===== src/rtl/wb_stage.sv =====
// wb_stage - write-back stage feeding the register file's single write port.
//
// Retiring instructions arrive over a valid/ready handshake. For instructions
// that write a register, the load or ALU result is selected and pushed into a
// 2-entry FIFO of {dest, data}. The FIFO drains one write per cycle into the
// register file unless the write port is held off. Pending destinations are
// exposed to the hazard unit through two combinational compare ports.
//
// Optional feature macro: WB_RETIRE_CNT_EN
//   defined   - retire_count counts every accepted instruction (wraps at 2^32)
//   undefined - no counter is built; retire_count is tied to 0
//
// Ports:
//   clk, rst             clock (rising edge), asynchronous active-low reset
//   mem_valid/mem_ready  input handshake from the MEM stage
//   mem_wb_en, mem_r_en  instruction writes a register / is a load
//   alu_result, mem_data candidate write data
//   mem_dest             destination register
//   wb_hold              register-file write port unavailable this cycle
//   Dest_wb, Result_WB   head entry, presented to the register file
//   writeBackEn          register-file write strobe
//   hz_src1/2, hz_hit1/2 hazard lookup against buffered destinations
//   wb_count             occupied entries (0..2)
//   retire_count         accepted-instruction counter

module wb_stage #(
    parameter int DATA_WIDTH = 32,
    parameter int ADDR_WIDTH = 4
) (
    input  logic                  clk,
    input  logic                  rst,
    input  logic                  mem_valid,
    output logic                  mem_ready,
    input  logic                  mem_wb_en,
    input  logic                  mem_r_en,
    input  logic [DATA_WIDTH-1:0] alu_result,
    input  logic [DATA_WIDTH-1:0] mem_data,
    input  logic [ADDR_WIDTH-1:0] mem_dest,
    input  logic                  wb_hold,
    output logic [ADDR_WIDTH-1:0] Dest_wb,
    output logic [DATA_WIDTH-1:0] Result_WB,
    output logic                  writeBackEn,
    input  logic [ADDR_WIDTH-1:0] hz_src1,
    input  logic [ADDR_WIDTH-1:0] hz_src2,
    output logic                  hz_hit1,
    output logic                  hz_hit2,
    output logic [1:0]            wb_count,
    output logic [31:0]           retire_count
);

    logic [ADDR_WIDTH-1:0] dest_q [2];
    logic [ADDR_WIDTH-1:0] dest_d [2];
    logic [DATA_WIDTH-1:0] data_q [2];
    logic [DATA_WIDTH-1:0] data_d [2];
    logic                  head_q, head_d;
    logic                  tail_q, tail_d;
    logic [1:0]            count_q, count_d;

    logic                  push;
    logic                  pop;
    logic [1:0]            occupied;

    // Ready and the write strobe depend only on registered count (plus the
    // hold input for the strobe), so no path from mem_valid reaches them.
    assign mem_ready   = (count_q != 2'd2);
    assign writeBackEn = (count_q != 2'd0) && !wb_hold;
    assign Dest_wb     = dest_q[head_q];
    assign Result_WB   = data_q[head_q];
    assign wb_count    = count_q;

    assign push = mem_valid && mem_ready && mem_wb_en;
    assign pop  = writeBackEn;

    always_comb begin
        dest_d  = dest_q;
        data_d  = data_q;
        head_d  = head_q;
        tail_d  = tail_q;
        count_d = count_q;
        if (push) begin
            dest_d[tail_q] = mem_dest;
            data_d[tail_q] = mem_r_en ? mem_data : alu_result;
            tail_d         = ~tail_q;
        end
        if (pop) begin
            head_d = ~head_q;
        end
        case ({push, pop})
            2'b10:   count_d = count_q + 2'd1;
            2'b01:   count_d = count_q - 2'd1;
            default: count_d = count_q;
        endcase
    end

    // With one entry only the head slot is live; with two both slots are.
    always_comb begin
        occupied[0] = (count_q == 2'd2) || ((count_q == 2'd1) && !head_q);
        occupied[1] = (count_q == 2'd2) || ((count_q == 2'd1) && head_q);
        hz_hit1     = 1'b0;
        hz_hit2     = 1'b0;
        for (int i = 0; i < 2; i++) begin
            if (occupied[i] && (dest_q[i] == hz_src1)) hz_hit1 = 1'b1;
            if (occupied[i] && (dest_q[i] == hz_src2)) hz_hit2 = 1'b1;
        end
    end

    // Entries are cleared on reset so Dest_wb/Result_WB read 0 afterwards.
    always_ff @(posedge clk or negedge rst) begin
        if (!rst) begin
            dest_q[0] <= '0;
            dest_q[1] <= '0;
            data_q[0] <= '0;
            data_q[1] <= '0;
            head_q    <= 1'b0;
            tail_q    <= 1'b0;
            count_q   <= 2'd0;
        end else begin
            dest_q  <= dest_d;
            data_q  <= data_d;
            head_q  <= head_d;
            tail_q  <= tail_d;
            count_q <= count_d;
        end
    end

`ifdef WB_RETIRE_CNT_EN
    logic [31:0] retire_q, retire_d;

    // Counts every accept, including instructions that write no register.
    always_comb begin
        retire_d = retire_q;
        if (mem_valid && mem_ready) retire_d = retire_q + 32'd1;
    end

    always_ff @(posedge clk or negedge rst) begin
        if (!rst) retire_q <= 32'd0;
        else      retire_q <= retire_d;
    end

    assign retire_count = retire_q;
`else
    assign retire_count = 32'd0;
`endif

endmodule


===== config.mk =====
export PLATFORM = sky130hd
export DESIGN_NAME = wb_stage
export DESIGN_NICKNAME = d
export VERILOG_FILES = /design/src/rtl/wb_stage.sv
export SDC_FILE = /design/constraint.sdc
export NUM_CORES = 1
export LEC_CHECK = 0
export CAP_MARGIN = 10
export CORE_ASPECT_RATIO = 1.4
export CORE_MARGIN = 2
export CORE_UTILIZATION = 48
export DETAILED_ROUTE_END_ITERATION = 8
export MAX_ROUTING_LAYER = met4
export PLACE_DENSITY = 0.87
export SKIP_LAST_GASP = 1
export SYNTH_ARGS = -nofsm -noshare
export SYNTH_HDL_FRONTEND = slang
export SYNTH_SLANG_ARGS = --single-unit
export TNS_END_PERCENT = 20

===== constraint.sdc =====
create_clock -name clk -period 2.6 [get_ports clk]
set_clock_uncertainty 0.05 [all_clocks]
set_input_delay 0.52 -clock clk [delete_from_list [all_inputs] [get_ports clk]]
set_output_delay 0.52 -clock clk [all_outputs]
set_load 0.01 [all_outputs]

### Word level (Yosys, flattened, before mapping)

Index checks and enable logic that the tools add are counted.

* flip-flop bits (word level): 76
* input bits: 82
* output and inout port bits: 74
* word-level logic and storage cells: 59

* add/subtract/negate cells: 2
* magnitude comparators: 3
* eq/ne operators: 9
* mux-type cells: 18
* bitwise gates (word level): 4
* reductions and logical operators: 16

Operators by type and width (count)
* 32-bit two-way mux: 5
* 64-bit bitwise mux: 1
* 32-bit demux with 1-bit select: 1
* 4-bit equality test: 4
* 4-bit two-way mux: 4
* 1-bit logical AND: 10
* 8-bit bitwise mux: 1
* 4-bit demux with 1-bit select: 1
* 2-bit by 1-bit equality test with 1-bit output (second input constant): 2
* 2-bit equality test (second input constant): 2
* 2-bit >= comparator (second input constant): 2
* 1-bit two-way mux: 4
* 1-bit NOT with 2-bit output: 2
* 2-bit case mux with 2 select lines: 1
* 2-bit nonzero test: 2
* 2-bit by 1-bit adder with 2-bit output (second input constant): 1
* 1-bit logical NOT: 2
* 1-bit logical OR: 2
* 2-bit by 1-bit less-than comparator with 1-bit output (second input constant): 1
* 2-bit != test (second input constant): 1
* 1-bit NOT: 2
* 2-bit by 1-bit subtractor with 2-bit output (second input constant): 1

### Logic depth before layout (Yosys ltp)

Gate-level depths: netlist of run 1.

* depth after elaboration: 6
* mapped depth: 7
* depth with buffers taken out: 7

### Worst setup path after synthesis of run 1

No wires, ideal clock.

* kind: register -> register
* from: register count_q[0] (netlist: wb_count[0])
* to: register dest_q[4] (netlist bit)
* library setup time: 0.125 ns
* arrival time: 1.554 ns
* required time: 2.425 ns
* slack: 0.871 ns
* cell stages (with the launch flop): 7
* buffers on the path: 2
* clock period less this slack: 1.729 ns
* cell sequence: dfrtp_1 > inv_1 > ha_1 > and4bb_2 > buf_6 > buf_6 > mux2_2

* cells in the longest elaborated chain, start to end: 3

RTL lines
* from (decl): line 57 `logic [1:0] count_q, count_d;`
* from (signal assigned): line 122 `count_q <= count_d;`
* 2-bit != test: line 65 `assign mem_ready = (count_q != 2'd2);`
* 1-bit logical AND (2 in a row): line 71 `assign push = mem_valid && mem_ready && mem_wb_en;`
* to (signal assigned): line 118 `dest_q <= dest_d;`
* to (decl): line 51 `logic [ADDR_WIDTH-1:0] dest_q [2];`

Every way passes these cells.
A chain may end at the register's enable or synchronous reset.

### Final worst setup path of run 1

* from: input hz_src1[2]
* to: output hz_hit1

* cells in the longest elaborated chain, start to end: 4
* elaborated cells on any way between the ends: 6
* those cells by class: 2 x eq/ne; 2 x mux; 2 x reduce/logical

RTL lines
* from (decl): line 43 `input logic [ADDR_WIDTH-1:0] hz_src1,`
* 4-bit equality test: line 102 `if (occupied[i] && (dest_q[i] == hz_src1)) hz_hit1 = 1'b1;`
* 1-bit logical AND: line 102
* 1-bit two-way mux: line 102
* 1-bit two-way mux *: line 102
* to (decl): line 45 `output logic hz_hit1,`

Every way passes the cells marked *; elsewhere a longest branch is shown, timed or not.

==> results of run 1 <==
-- layout by cell type, fill, tap and decap left out --
cell type          n
nand2_1           33
clkdlybuf4s50_1  119
clkinvlp_4         1
xnor2_2            1
dfrtp_1           75
clkinv_2           1
nor2_1            33
inv_1              4
mux2i_1           32
nand4_1            4
buf_12             3
mux2_2            44
nand4b_1           1
buf_4              5
o22ai_1            2
bufinv_16          1
a21oi_1           34
ha_1               5
nand3_1            1
dfrtp_2            1
o21ai_0           33
conb_1            32
buf_2              1
and4bb_2           1
dlymetal6s2s_1     2
xnor2_1           19
clkbuf_8           4
clkbuf_16          9
-- cell families after synthesis --
| kind of cell | after synthesis |
|---|---|
| AO/OA/AOI/OAI | 69 |
| XOR/XNOR | 20 |
| adder cells (fa/ha/maj) | 5 |
| buffers and inverters | 59 |
| flip-flops | 76 |
| multiplexers | 76 |
| other | 1 |
| AND/OR/NAND/NOR | 73 |
-- sequential cells by signal, summed over array words and instances, names as in the netlist --
register  count
data_q       64
dest_q        8
head_q        1
tail_q        1
wb_count      2
-- report_power, final --
group	internal (mW)	total (mW)	switching, mW
logic	1.76	3.03	1.27
clock network	0.846	1.30	0.452
registers	1.76	2.13	0.368
-- layer usage --
layer | wire length [um] | up-vias
li1 | - | 1460
met2 | 4800 | 113
met4 | 158 | 0
met1 | 3460 | 1456
met5 | 0 | -
met3 | 494 | 14
-- worst max-delay path: stages --
cell and delay, ps:
clkdlybuf4s50_1 530, xnor2_1 140, nand4_1 120, o22ai_1 130, clkdlybuf4s50_1 550
-- final timing paths --
path	start	endpoint
max	hz_src1[2]	hz_hit1
max in group asynchronous	rst	data_q[44]$_DFFE_PN0P_
max reg2reg	wb_count[0]$_DFFE_PN0P_	data_q[54]$_DFFE_PN0P_
min reg2reg	data_q[1]$_DFFE_PN0P_	data_q[1]$_DFFE_PN0P_
min	rst	data_q[36]$_DFFE_PN0P_
min in group clk	data_q[1]$_DFFE_PN0P_	data_q[1]$_DFFE_PN0P_
-- per-stage QoR --
step	total power [mW]	instance area, sq um	setup TNS, ps
after floorplan	3.81	4110	0
after global placement	5.05	5180	0
after detailed placement	5.19	5180	0
after CTS	6.52	5500	0
after global routing	6.88	5520	-7.14
final	6.45	5520	0
-- final cells by class --
type	count	area (sq um)	share of cell area [%]
Clock buffer	13	280	5.08
Clock inverter	3	42.5	0.771
Inverter	4	15.0	0.272
Multi-Input combinational cell	275	1830	33.1
Sequential cell	76	1900	34.5
Tap cell	102	128	2.31
Timing Repair Buffer	130	1320	23.9
-- timing repair --
item | 4_1_cts | 5_1_grt
setup endpoints to repair | 0 | 2
hold buffers | 0 | 0
gates resized for setup | 0 | 3
==> results_dict.tcl, run 1 <==
set metrics [dict create \
    ys_seq_elements 76 \
    synth-simple-area-share_pct 7.48 \
    ys_warn_count 0 \
    antenna_found_initial 0 \
    use_met2_pct 35.2 \
    antenna_left 0 \
    syn_inst 379 \
    root_buffer "clkbuf_16" \
    dpl.hpwl_um 6570 \
    htreeDepth 3 \
    portBuffers 123 \
    nets 583 \
    fillers 631 \
    critPathMaxFanout 2 \
    synth_edf_count 0 \
    cts.sinks 76 \
    grt_pass1_vias 3061 \
    synth_cell_types 20 \
    start_kind "primary input" \
    layout-drive-gt1-share_pct 14.4 \
    maxCapViolCount 0 \
    numCtsBuffers 9 \
    power_density_mw_per_mm2 1170 \
    period_share_pct 98.6 \
    dp.cells 587 \
    synth.most_common_cell "dfrtp_1" \
    fmax_mhz 390 \
    overflow 0 \
    gr-usage-all-layers_pct 21.1 \
    wirelength_um 8920 \
    grt_max_degree 43 \
    clockBufferDepth 2 \
    vias 3043 \
    synth.area.mux_share_pct 20.4 \
    synthToLayoutAreaGrowth_pct 38.0 \
    cts_tree "built" \
    initialDrtViolationCount 153 \
    use_met3_pct 4.05 \
    syn_area_sq_mm 0.00400 \
    end_kind "primary output" \
    setup_slack_ps 36.0 \
    grt_busiest_layer "met2" \
    finish.utilization_pct 68.1 \
    n_antenna_cell 0 \
    instances_no_fill 603 \
    synth-compound-area-share_pct 8.70 \
    syn_avg_cell_area_sq_um 10.5 \
    setup_violations 0 \
    synth_ff_type "dfrtp_1" \
    min_period_ps 2560 \
    coreArea_sq_mm 0.00810 \
    synth_top_family_by_area "multiplexers" \
    critPathRequiredTime_ps 2030 \
    clk_pin_slew_worst_paths_ps 60 \
    synth_top_cell_by_area "dfrtp_1" \
    synth_area_leaders "dfrtp_1, mux2_2, mux2i_1" \
    yosysTopAreaCellShare_pct 47.6 \
    synth-async-reset-ratio_pct 100 \
    hold_ws_ps 87.9 \
    top_level_ports 156 \
    synth-xor-area-share_pct 4.38 \
    synth_fa_ha_area_share_pct 1.57 \
    worstSetupPathType "primary input to primary output" \
    avgRoutedWirePerCell_um 14.8 \
    hold_violations 0 \
    grt_pass1_wl_um 14400 \
    gp_congestion 0.896 \
    postCtsSetupBuffers 0 \
    synth-seq-area-share_pct 47.6 \
    status "finished, final reports clean" \
    reg2reg_setup_slack_ps 700 \
    hold_class "primary input to asynchronous set/reset pin" \
    leakagePower_nw 2.43 \
    global_route.usage.met1_pct 24.9 \
    clk_latency_ps 320 \
    drtPass1Iterations 4 \
    peakVddDrop_mv 0.859 \
    post-place-ws_ps 15.9 \
    worstPathArrival_ps 1990 \
    via_per_inst 5.05 \
    die_area_sq_mm 0.00908 \
    slew_violations 0 \
    die_y_um 112 \
    route.detailed.drc 0 \
    die_x_um 81.1 \
    rsz0062_at_grt "yes" \
    initial_core_util_pct 49.3 \
    netlist_top_cells_count "dfrtp_1, mux2_2, a21oi_1" \
    reg2regPathDepth 6 \
    rows 39 \
]
(Power assumes the default switching activity.)
==> inputs of run 2 (changes only) <==
CORE_UTILIZATION = 44   (was 48)
PLACE_DENSITY = 0.81   (was 0.87)
clock period = 2.85 ns   (was 2.6 ns; I/O delays follow)
==> run 2 against run 1 <==
Compared with the run above:
- first-iteration DRC count fell by 31%
- total power fell by 11%
- sequential power fell by 9.9%
- cell area shrank 1.3%
- count of clock-buffer cells in the layout is 1 lower
- largest cell class unchanged
==> results_dict.tcl, run 2 (synthesis gave the netlist of run 1 again) <==
set metrics [dict create \
    status "finished, final reports clean" \
    slew_headroom_pct 36.6 \
    grt_pass1_vias 3240 \
    clk_latency_ps 330 \
    p_sw_mw 1.90 \
    setup_slack_ps 146 \
    post-place-ws_ps 149 \
    drt-met1-wl_um 3500 \
    leakagePower_nw 2.37 \
    initial_core_util_pct 44.8 \
    postCtsSetupBuffers 0 \
    largest_register "data_q" \
    met3_wirelength_um 571 \
    gp_congestion 0.852 \
    n_antenna_cell 0 \
    overflow 0 \
    die_x_um 84.5 \
    finish.utilization_pct 61.0 \
    slew_violations 0 \
    maxCapViolCount 0 \
    drtPass1Iterations 4 \
    vias 3061 \
    avgRoutedWirePerCell_um 14.6 \
    min_period_ps 2700 \
    rows 41 \
    antenna_found_initial 0 \
    portBuffers 123 \
    antenna_left 0 \
    power_density_mw_per_mm2 1050 \
    pwr-share-clk_pct 18.5 \
    worstSetupPathType "primary input to primary output" \
    hold_violations 0 \
    numCtsBuffers 9 \
    cts_hold_buf 0 \
    dpl_cell_area_sq_mm 0.00516 \
    start_kind "primary input" \
    cts_resized 0 \
    setup_violations 0 \
    route.detailed.drc 0 \
    fillers 734 \
    top_level_ports 156 \
    nets 583 \
    cts_tree "built" \
    layout_commonest_cell "clkdlybuf4s50_1" \
    critPathRequiredTime_ps 2230 \
    via_per_inst 5.03 \
    power_frac_seq_pct 33.6 \
    critPathMaxFanout 2 \
    coreArea_sq_mm 0.00893 \
    root_buffer "clkbuf_16" \
    tightest_slew_ps 951 \
    worstPathArrival_ps 2080 \
    die_area_sq_mm 0.00987 \
    fmax_mhz 370 \
    cts.sinks 76 \
    hold_class "primary input to asynchronous set/reset pin" \
    synthToLayoutAreaGrowth_pct 36.2 \
    swShare_pct 33.1 \
    clockBufferDepth 2 \
    period_share_pct 94.9 \
    power.internal_mw 3.83 \
    gr-usage-all-layers_pct 18.8 \
    initialDrtViolationCount 106 \
    grt_max_degree 77 \
    top_layer_used "met4" \
    largest_reg_flops 64 \
    rsz0062_at_grt "no" \
    htreeDepth 3 \
    mostFrequentLayoutCells "clkdlybuf4s50_1, dfrtp_1, mux2_2" \
    dpl.hpwl_um 6410 \
    power_frac_comb_pct 47.9 \
    final.setup.tns_ps 0 \
    clk_pin_slew_worst_paths_ps 60 \
    end_kind "primary output" \
    final_area_sq_mm 0.00544 \
    grt_pass1_wl_um 14400 \
    die_y_um 117 \
    layout-drive-gt1-share_pct 14.0 \
    wirelength_um 8850 \
    peakVddDrop_mv 0.648 \
    route.met2.wl_um 4600 \
]
[run 2: area by class of cell]
cell class	count	area, sq um	share of cell area [%]
clock inverter	4	23.8	0.437
sequential	76	1900	35.0
clock buffer	12	256	4.71
timing repair buffer	130	1290	23.7
inverter	4	15.0	0.276
multi-input combinational	275	1820	33.5
tap	107	134	2.46
[run 2: worst max-delay path, stage by stage]
cell and delay (ps):
clkdlybuf4s50_1 530, xnor2_1 150, nand4_1 130, o22ai_1 140
clkdlybuf4s50_1 570
[run 2: metrics by stage]
stage	std cells	power, mW	hold WS (ps)
after global placement	592	4.59	405
after global routing	608	6.14	413
final	608	5.73	330
after detailed placement	592	4.72	417
after CTS	608	5.80	373
after floorplan	410	3.47	224
[run 2: final timing paths]
path	slack, ps	cells past startpoint	to	start
worst max-delay path	150	5	hz_hit1	hz_src1[3]
worst min register to register	420	2	data_q[21]$_DFFE_PN0P_	data_q[21]$_DFFE_PN0P_
min in group clk	420	2	data_q[21]$_DFFE_PN0P_	data_q[21]$_DFFE_PN0P_
max in group asynchronous	1730	1	head_q$_DFFE_PN0P_	rst
worst max register to register	910	6	data_q[51]$_DFFE_PN0P_	wb_count[0]$_DFFE_PN0P_
worst min-delay path	330	1	data_q[5]$_DFFE_PN0P_	rst
[run 2: per-layer routing]
layer	vias up	GRT usage, %
met5	-	-
met4	0	6.24
met3	16	5.72
met2	113	32.6
met1	1469	20.8
li1	1463	-
[run 2: power groups by stage]
stage	Sequential (mW)	Combinational (mW)	Clock [mW]
4_1_cts	1.93	2.79	1.08
2_1_floorplan	1.85	1.62	0
5_1_grt	2.00	3.00	1.13
3_3_place_gp	1.90	2.69	0
6_report	1.92	2.75	1.06
3_5_place_dp	1.95	2.77	0
